## src/rtl/dds_phase_accumulator_pkg.sv

```systemverilog
// Shared definitions for the DDS phase accumulator: ROM phase width macros,
// default accumulator width, FSM encodings and LFSR constants.
`ifndef ROM_PHASE_BIT
`define ROM_PHASE_BIT 10
`endif
`ifndef ROM_PHASE_MAX_VAL
`define ROM_PHASE_MAX_VAL ((1 << `ROM_PHASE_BIT) - 1)
`endif

package dds_phase_accumulator_pkg;

  localparam int DDS_ACC_W = 32;

  typedef enum logic [1:0] {
    ST_IDLE = 2'd0,
    ST_RUN  = 2'd1,
    ST_PEND = 2'd2
  } dds_state_e;

  localparam logic [15:0] LFSR_SEED = 16'hACE1;
  // Right-shifting Galois form of x^16+x^14+x^13+x^11+1
  localparam logic [15:0] LFSR_TAPS = 16'hB400;

  function automatic logic [15:0] lfsr16_next(input logic [15:0] s);
    return {1'b0, s[15:1]} ^ (s[0] ? LFSR_TAPS : 16'h0000);
  endfunction

endpackage

```

## src/rtl/dds_phase_accumulator_lfsr16.sv

```systemverilog
// 16-bit maximal-length Galois LFSR used to dither phase truncation.
// Only instantiated when DDS_PHASE_DITHER_EN is defined.
module dds_lfsr16
  import dds_phase_accumulator_pkg::*;
(
  input  logic        clk,
  input  logic        rst,
  input  logic        en,
  output logic [15:0] out
);

  logic [15:0] state_q;
  logic [15:0] state_d;

  // Next-state: advance once per enabled cycle
  always_comb begin
    state_d = state_q;
    if (en) begin
      state_d = lfsr16_next(state_q);
    end else begin
      state_d = state_q;
    end
  end

  // State register, reset to the seed
  always_ff @(posedge clk) begin
    if (rst) begin
      state_q <= LFSR_SEED;
    end else begin
      state_q <= state_d;
    end
  end

  assign out = state_q;

endmodule

```

## src/rtl/dds_phase_accumulator.sv

```systemverilog
// DDS phase accumulator with wrap-synchronised FTW updates and phase offset.
// Define DDS_PHASE_DITHER_EN to add LFSR dither ahead of phase truncation.
`ifndef ROM_PHASE_BIT
`define ROM_PHASE_BIT 10
`endif

module dds_phase_accumulator
  import dds_phase_accumulator_pkg::*;
#(
  parameter int               ACC_W     = DDS_ACC_W,
  parameter int               PHASE_W   = `ROM_PHASE_BIT,
  parameter logic [ACC_W-1:0] FTW_RESET = '0
) (
  input  logic               clk,
  input  logic               rst,
  input  logic               en,
  input  logic [ACC_W-1:0]   ftw_in,
  input  logic               ftw_valid,
  output logic               ftw_ready,
  input  logic [PHASE_W-1:0] poff_in,
  input  logic               poff_valid,
  output logic [PHASE_W-1:0] phase,
  output logic               phase_valid,
  output logic               wrap
);

  dds_state_e         state_q, state_d;
  logic [ACC_W-1:0]   acc_q, acc_d;
  logic [ACC_W-1:0]   ftw_active_q, ftw_active_d;
  logic [ACC_W-1:0]   ftw_pending_q, ftw_pending_d;
  logic [PHASE_W-1:0] poff_q, poff_d;
  logic [PHASE_W-1:0] phase_q, phase_d;
  logic               phase_valid_q, phase_valid_d;
  logic               carry_q, carry_d;
  logic               wrap_q, wrap_d;
  logic               ftw_ready_q, ftw_ready_d;

  logic [ACC_W:0]     sum_s;
  logic               carry_s;
  logic               hs_s;
  logic [ACC_W-1:0]   trunc_src_s;

  assign sum_s   = {1'b0, acc_q} + {1'b0, ftw_active_q};
  assign carry_s = sum_s[ACC_W];
  assign hs_s    = ftw_valid & ftw_ready_q;

`ifdef DDS_PHASE_DITHER_EN
  localparam int DITH_W = ((ACC_W - PHASE_W) < 16) ? (ACC_W - PHASE_W) : 16;
  logic [15:0] lfsr_s;

  dds_lfsr16 u_lfsr (
    .clk (clk),
    .rst (rst),
    .en  (en),
    .out (lfsr_s)
  );

  // Dither lands in the fractional bits and may carry into the phase bits
  assign trunc_src_s = acc_q + {{(ACC_W-DITH_W){1'b0}}, lfsr_s[DITH_W-1:0]};
`else
  assign trunc_src_s = acc_q;
`endif

  // Datapath and FTW handshake FSM next-state logic
  always_comb begin
    state_d       = state_q;
    acc_d         = acc_q;
    ftw_active_d  = ftw_active_q;
    ftw_pending_d = ftw_pending_q;
    poff_d        = poff_q;
    phase_d       = phase_q;
    carry_d       = carry_q;
    phase_valid_d = en;
    // wrap marks the first phase taken from the post-carry accumulator
    wrap_d        = en & carry_q;

    if (en) begin
      acc_d   = sum_s[ACC_W-1:0];
      phase_d = trunc_src_s[ACC_W-1 -: PHASE_W] + poff_q;
      carry_d = carry_s;
    end else begin
      acc_d   = acc_q;
      phase_d = phase_q;
      carry_d = carry_q;
    end

    if (poff_valid) begin
      poff_d = poff_in;
    end else begin
      poff_d = poff_q;
    end

    case (state_q)
      ST_IDLE: begin
        if (hs_s) begin
          ftw_active_d = ftw_in;
          state_d      = (ftw_in != '0) ? ST_RUN : ST_IDLE;
        end else begin
          state_d = ST_IDLE;
        end
      end
      ST_RUN: begin
        if (hs_s) begin
          ftw_pending_d = ftw_in;
          state_d       = ST_PEND;
        end else begin
          state_d = ST_RUN;
        end
      end
      ST_PEND: begin
        // The carrying add itself still uses the old FTW
        if (en && carry_s) begin
          ftw_active_d = ftw_pending_q;
          state_d      = (ftw_pending_q != '0) ? ST_RUN : ST_IDLE;
        end else begin
          state_d = ST_PEND;
        end
      end
      default: begin
        state_d = ST_IDLE;
      end
    endcase

    ftw_ready_d = (state_d != ST_PEND);
  end

  // State and output registers
  always_ff @(posedge clk) begin
    if (rst) begin
      state_q       <= (FTW_RESET != '0) ? ST_RUN : ST_IDLE;
      acc_q         <= '0;
      ftw_active_q  <= FTW_RESET;
      ftw_pending_q <= '0;
      poff_q        <= '0;
      phase_q       <= '0;
      phase_valid_q <= 1'b0;
      carry_q       <= 1'b0;
      wrap_q        <= 1'b0;
      ftw_ready_q   <= 1'b1;
    end else begin
      state_q       <= state_d;
      acc_q         <= acc_d;
      ftw_active_q  <= ftw_active_d;
      ftw_pending_q <= ftw_pending_d;
      poff_q        <= poff_d;
      phase_q       <= phase_d;
      phase_valid_q <= phase_valid_d;
      carry_q       <= carry_d;
      wrap_q        <= wrap_d;
      ftw_ready_q   <= ftw_ready_d;
    end
  end

  assign ftw_ready   = ftw_ready_q;
  assign phase       = phase_q;
  assign phase_valid = phase_valid_q;
  assign wrap        = wrap_q;

endmodule

```

## config.mk

```make
export PLATFORM = sky130hd
export DESIGN_NAME = dds_phase_accumulator
export DESIGN_NICKNAME = d
export VERILOG_FILES = /design/src/rtl/dds_phase_accumulator_pkg.sv /design/src/rtl/dds_phase_accumulator_lfsr16.sv /design/src/rtl/dds_phase_accumulator.sv
export SDC_FILE = /design/constraint.sdc
export NUM_CORES = 1
export LEC_CHECK = 0
export ABC_AREA = 1
export BUFFER_PORTS_ARGS = -buffer_cell sky130_fd_sc_hd__buf_2
export CORE_MARGIN = 3
export CORE_UTILIZATION = 55
export DETAILED_ROUTE_END_ITERATION = 8
export PLACE_DENSITY = 0.74
export SLEW_MARGIN = 40
export SYNTH_ARGS = -nofsm -noshare
export SYNTH_HDL_FRONTEND = slang
export SYNTH_SLANG_ARGS = --single-unit
```

## constraint.sdc

```tcl
create_clock -name clk -period 3.4 [get_ports clk]
set_input_delay 0.34 -clock clk [delete_from_list [all_inputs] [get_ports clk]]
set_output_delay 0.34 -clock clk [all_outputs]
set_load 0.005 [all_outputs]
```

==> flow_metrics.py, run 1 <==
metrics = {
    "cells_and_area": {
        "seq_area_mm2": 0.00244,
        "multiInputGateArea_mm2": 0.00442,
        "fill_cells": 1299,
        "drive_above_1_share_pct": 11.3,
        "layout_commonest_cell": "nand2_1",
        "fin_nets": 1346,
        "mostFrequentLayoutCells": "254 x nand2_1, 185 x nor2_1, 176 x inv_1",
        "finalInstanceArea_mm2": 0.00875,
        "synthToLayoutAreaGrowth_pct": 12.6,
        "diodes": 0,
    },
    "clocking": {
        "htreeDepth": 4,
        "clockBufferDepth": 2,
        "clk_latency_ns": 0.42,
        "numCtsBuffers": 17,
        "cts_hold_buf": 0,
        "root_buffer": "clkbuf_16",
        "cts_tree": "built",
        "clk_pin_slew_ns": 0.06,
        "cts_sinks": 122,
        "cts_resized": 0,
        "postCtsSetupBuffers": 0,
    },
    "critical_path": {
        "rrSetupSlack_ns": 0.61,
        "cp.arrival_ns": 3.11,
        "path_max_fanout": 64,
        "path_class": "register to register",
        "startpoint_type": "register",
        "cp.required_ns": 3.71,
        "crit_path_end_kind": "register",
    },
    "sta": {
        "max_freq_mhz": 358,
        "rsz0062_at_grt": "no",
        "final.period_utilization_pct": 82.2,
        "worst_slew_pin_slew_ns": 0.733,
        "finalSetupTns_ns": 0,
        "setup_viol": 0,
        "max-slew-margin-rel_pct": 51.2,
        "hold_viol": 0,
        "slew_violations": 0,
        "fin_skew_ns": 0.00886,
        "fin_crit_ns": 2.79,
    },
    "routing": {
        "via_per_inst": 5.21,
        "first_pass_iters": 6,
        "vias": 7522,
        "drtIter0Drc": 526,
        "drc": 0,
        "wl_mm": 19.3,
        "antenna_left": 0,
        "wire_per_inst_um": 13.3,
    },
    "global_routing": {
        "grt_pass1_vias": 6855,
        "grt_max_degree": 65,
        "grtUsageTotal_pct": 25.1,
        "grt_pass1_wl_mm": 32.5,
        "overflow": 0,
        "antenna_found_initial": 0,
    },
    "die": {
        "die_w_um": 125,
        "io_pins": 60,
        "start_util_pct": 57.6,
        "rows": 42,
        "die_h_um": 125,
        "dieArea_mm2": 0.0156,
        "coreArea_mm2": 0.0135,
    },
    "logic_synthesis": {
        "ys_warn_count": 0,
        "synth.cell_area_mm2": 0.00777,
        "ys_ff_latch": 122,
        "ys_seq_area_share_pct": 31.4,
        "yosysTopAreaCellShare_pct": 31.4,
        "synthFlopType": "dfxtp_1",
        "syn_avg_cell_area_um2": 6.38,
        "synth.distinct_cells": 34,
        "syn_inst": 1218,
        "synthesis.nets": 1308,
        "synth_edf_count": 0,
        "synth_area_leaders": "dfxtp_1 31%, nand2_1 12%, nor2_1 8.9%",
        "async_reset_ff_share_pct": 0,
        "yosys.area.top_type": "dfxtp_1",
    },
    "run_status": {
        "status": "finished, final reports clean",
    },
    "power_and_ir_drop": {
        "power_leakage_nw": 4.58,
        "p_per_area_mw_per_mm2": 512,
        "ir_worst_vdd_uv": 369,
    },
    "placement": {
        "port_buffers": 59,
        "place_congestion": 0.925,
        "post-dp-hpwl_mm": 14.2,
        "dpl_cell_area_mm2": 0.00815,
    },
    "hold_path": {
        "hold_class": "primary input to register",
    },
    "run": {
        "drv_cap": 0,
    },
}
[sequential cells by signal, summed over array words and instances (netlist names), 2 cells and up]
| register | cells |
|---|---|
| poff_q | 10 |
| ftw_pending_q | 32 |
| acc_q | 32 |
| phase | 10 |
| ftw_active_q | 32 |
| state_q | 2 |
[path summary, 6_finish.rpt]
kind                     start  cells after the start                 to
max                   acc_q[0]                     15   ftw_active_q[25]
min                 poff_in[4]                      3          poff_q[4]
max reg2reg           acc_q[0]                     15   ftw_active_q[25]
min reg2reg  ftw_pending_q[30]                      2  ftw_pending_q[30]
[power breakdown]
group	leakage, nW	switching (mW)	internal, mW
Clock	0.278	0.720	1.11
Combinational	3.30	0.605	0.372
Sequential	1.01	0.107	1.57
[per-stage QoR]
stage               hold slack (ns)  power (mW)  util [%]  worst slack [ns]  std cells
floorplan                     0.419        2.41         -              1.36       1218
global placement              0.462        2.64      60.3             0.789       1413
detailed placement            0.458        2.66      60.3             0.706       1413
CTS                           0.132        4.50      64.8             0.606       1445
global route                  0.150        4.74      64.8             0.367       1445
finish                        0.142        4.48      64.8             0.607       1445
[cell families (layout without fill, tap and decap cells)]
family | Yosys count | in the layout | share of synthesized area (%)
simple gates | 554 | 554 | 31.1
buf+inv | 233 | 284 | 11.7
compound gates | 244 | 244 | 16.1
fa+ha+maj | 43 | 43 | 7.12
xor+xnor | 22 | 22 | 2.48
flops | 122 | 122 | 31.4
[per-layer routing]
| metal | part of all wire (%) | track usage [%] | vias up | wire, um |
|---|---|---|---|---|
| li1 | - | - | 3967 | - |
| met1 | 51 | 36.5 | 3348 | 9740 |
| met2 | 43 | 38.2 | 184 | 8290 |
| met3 | 5.2 | 4.97 | 23 | 999 |
| met4 | 1.2 | 6.57 | 0 | 235 |
| met5 | 0 | 0 | - | 0 |
[worst max-delay path, stage by stage, from the launching register on]
cell,delay (ns)
dfxtp_1,0.31
ha_1,0.23
fa_1,0.44
nand2_1,0.08
nand2_1,0.08
nand3_1,0.08
nand2_1,0.10
nand2_1,0.10
nand2_2,0.08
nand2_2,0.07
nand2_2,0.09
nand3_4,0.07
buf_4,0.59
nand3_1,0.21
nand2_1,0.12
nor2_1,0.04
[final cells by class]
| type | count | share of cell area, % |
|---|---|---|
| sequential | 122 | 27.9 |
| clock buffer | 18 | 5.02 |
| tap | 176 | 2.52 |
| timing repair buffer | 68 | 4.29 |
| clock inverter | 14 | 1.84 |
| multi-input combinational | 863 | 50.5 |
| inverter | 184 | 7.89 |
[cells in the mapped netlist (all sizes together), types with 2 or more instances]
library cell  number
ha                41
clkinv             2
xnor2              7
o21bai             8
xor2              15
a31oi              2
inv              182
nor2             188
buf               23
dfxtp            122
nand2            258
a21o               3
nor4              11
nor3               7
fa                 2
and2               2
nand4             12
o21ai            117
clkbuf            26
nand3             73
a21oi            113
Power figures use the tool's default switching activity.
==> inputs of run 2 (changes only) <==
Settings changed: PLACE_DENSITY 0.74 to 0.77.
Clock period 3.4 ns to 2.54 ns, I/O delays scaled along.
==> flow_metrics.py, run 2 (synthesized netlist as in run 1, its figures left out) <==
metrics = {
    "sta": {
        "slew_violations": 0,
        "rsz0062_at_grt": "no",
        "timing.final.ws_setup_ns": 0.197,
        "worst_slew_pin_slew_ns": 0.679,
        "fin_skew_ns": 0.00611,
        "max-slew-margin-rel_pct": 54.7,
        "fin_crit_ns": 2.34,
        "finalSetupTns_ns": 0,
        "max_freq_mhz": 427,
        "setup_viol": 0,
        "hold_viol": 0,
        "final.period_utilization_pct": 92.2,
    },
    "die": {
        "start_util_pct": 57.6,
        "coreArea_mm2": 0.0135,
        "rows": 42,
        "die_w_um": 125,
        "dieArea_mm2": 0.0156,
        "die_h_um": 125,
        "io_pins": 60,
    },
    "critical_path": {
        "rr_worst_depth": 15,
        "startpoint_type": "register",
        "cp_slowest_cell": "fa_1",
        "reg2reg_from": "acc_q[0]",
        "crit_path_end_kind": "register",
        "cp.required_ns": 2.85,
        "cpPeakStageDelay_ns": 0.43,
        "path_max_fanout": 13,
        "cp.arrival_ns": 2.65,
        "cp_common_cell": "nand2_1",
        "path_class": "register to register",
        "path_cells": "ha_1, fa_1, nand2_1, nand2_1, nand3_1, nand2_1, nand2_1, nand2_2, nand2_2, nand2_2, nand3_4, buf_4, nand3_2, nand2_1, nor2_1",
        "r2r-end": "ftw_active_q[4]",
        "rrSetupSlack_ns": 0.20,
    },
    "routing": {
        "first_pass_iters": 7,
        "wl_mm": 19.4,
        "drc": 0,
        "wire_per_inst_um": 13.4,
        "dr_wl_met2_mm": 8.52,
        "via_per_inst": 5.26,
        "top_layer": "met4",
        "vias": 7613,
        "antenna_left": 0,
        "route.met3.wl_mm": 1.16,
        "met1_length_mm": 9.36,
        "drtIter0Drc": 517,
    },
    "clocking": {
        "clk_pin_slew_ns": 0.05,
        "cts_resized": 0,
        "cts_hold_buf": 0,
        "cts_tree": "built",
        "root_buffer": "clkbuf_16",
        "cts_sinks": 122,
        "numCtsBuffers": 17,
        "postCtsSetupBuffers": 0,
        "clk_latency_ns": 0.42,
        "clockBufferDepth": 2,
        "htreeDepth": 4,
    },
    "placement": {
        "place_congestion": 0.910,
        "post-dp-hpwl_mm": 14.1,
        "port_buffers": 59,
        "dp_cells": 1414,
        "pre_cts_ws_ns": 0.242,
    },
    "cells_and_area": {
        "mostFrequentLayoutCells": "254 x nand2_1, 185 x nor2_1, 176 x inv_1",
        "synthToLayoutAreaGrowth_pct": 13.1,
        "fill_cells": 1235,
        "fin_nets": 1348,
        "layout_commonest_cell": "nand2_1",
        "largest_registers": "acc_q: 32 flops, ftw_active_q: 32 flops, ftw_pending_q: 32 flops",
        "drive_above_1_share_pct": 11.2,
        "fin_cells": 1447,
        "diodes": 0,
        "multiInputGateArea_mm2": 0.00442,
        "seq_area_mm2": 0.00244,
    },
    "global_routing": {
        "grtUsageTotal_pct": 24.7,
        "grt_pass1_wl_mm": 32.0,
        "grt_max_degree": 85,
        "grt_pass1_vias": 6808,
        "overflow": 0,
        "antenna_found_initial": 0,
    },
    "hold_path": {
        "hold_class": "primary input to register",
        "min_path_cells": 3,
        "hold_path_end": "poff_q[8]",
        "min_from": "poff_in[8]",
    },
    "power_and_ir_drop": {
        "finalPower_mw": 5.93,
        "power_leakage_nw": 4.61,
        "ir_worst_vdd_uv": 456,
        "p_per_area_mw_per_mm2": 675,
    },
    "run": {
        "drv_cap": 0,
    },
    "run_status": {
        "status": "finished, final reports clean",
    },
}
-- run 2: worst max-delay path by stage --
stage | end | depth (start not counted) | startpoint
floorplan | ftw_active_q[10] | 15 | acc_q[0]
global placement | ftw_active_q[28] | 15 | acc_q[0]
detailed placement | ftw_active_q[28] | 15 | acc_q[0]
CTS | ftw_active_q[24] | 14 | acc_q[0]
global route | ftw_active_q[1] | 15 | ftw_active_q[0]
finish | ftw_active_q[4] | 15 | acc_q[0]
-- run 2: area by class of cell --
class	instances	share of cell area, %
Clock inverter	10	1.34
Tap cell	176	2.51
Multi-Input combinational cell	863	50.3
Inverter	184	7.86
Clock buffer	22	5.28
Sequential cell	122	27.8
Timing Repair Buffer	70	4.93
-- run 2: power breakdown --
part           internal [mW]  total (mW)  switching [mW]
Clock                   1.49        2.37           0.876
Combinational          0.504        1.32           0.813
Sequential              2.10        2.24           0.143
Total                   4.10        5.93            1.83
-- run 2: routing by layer --
metal,global-route usage [%],vias to the layer above
met3,5.10,30
met1,35.1,3389
met5,0,-
met4,7.02,0
met2,38.0,221
li1,-,3973
-- run 2: critical path, delay by kind of cell, from the launching register on --
kind | cells | cell delay, ns
AND/OR/NAND/NOR | 12 | 0.99
buffers and inverters | 1 | 0.26
adder cells (fa/ha/maj) | 2 | 0.66
flip-flops | 1 | 0.30
-- run 2: through the flow --
stage	instance area, um^2	hold WS (ns)	utilization [%]
2_1_floorplan	7770	0.389	-
5_1_grt	8790	0.0725	65.1
3_5_place_dp	8180	0.459	60.6
4_1_cts	8760	0.0573	64.9
6_report	8790	0.0617	65.1
3_3_place_gp	8180	0.455	60.6
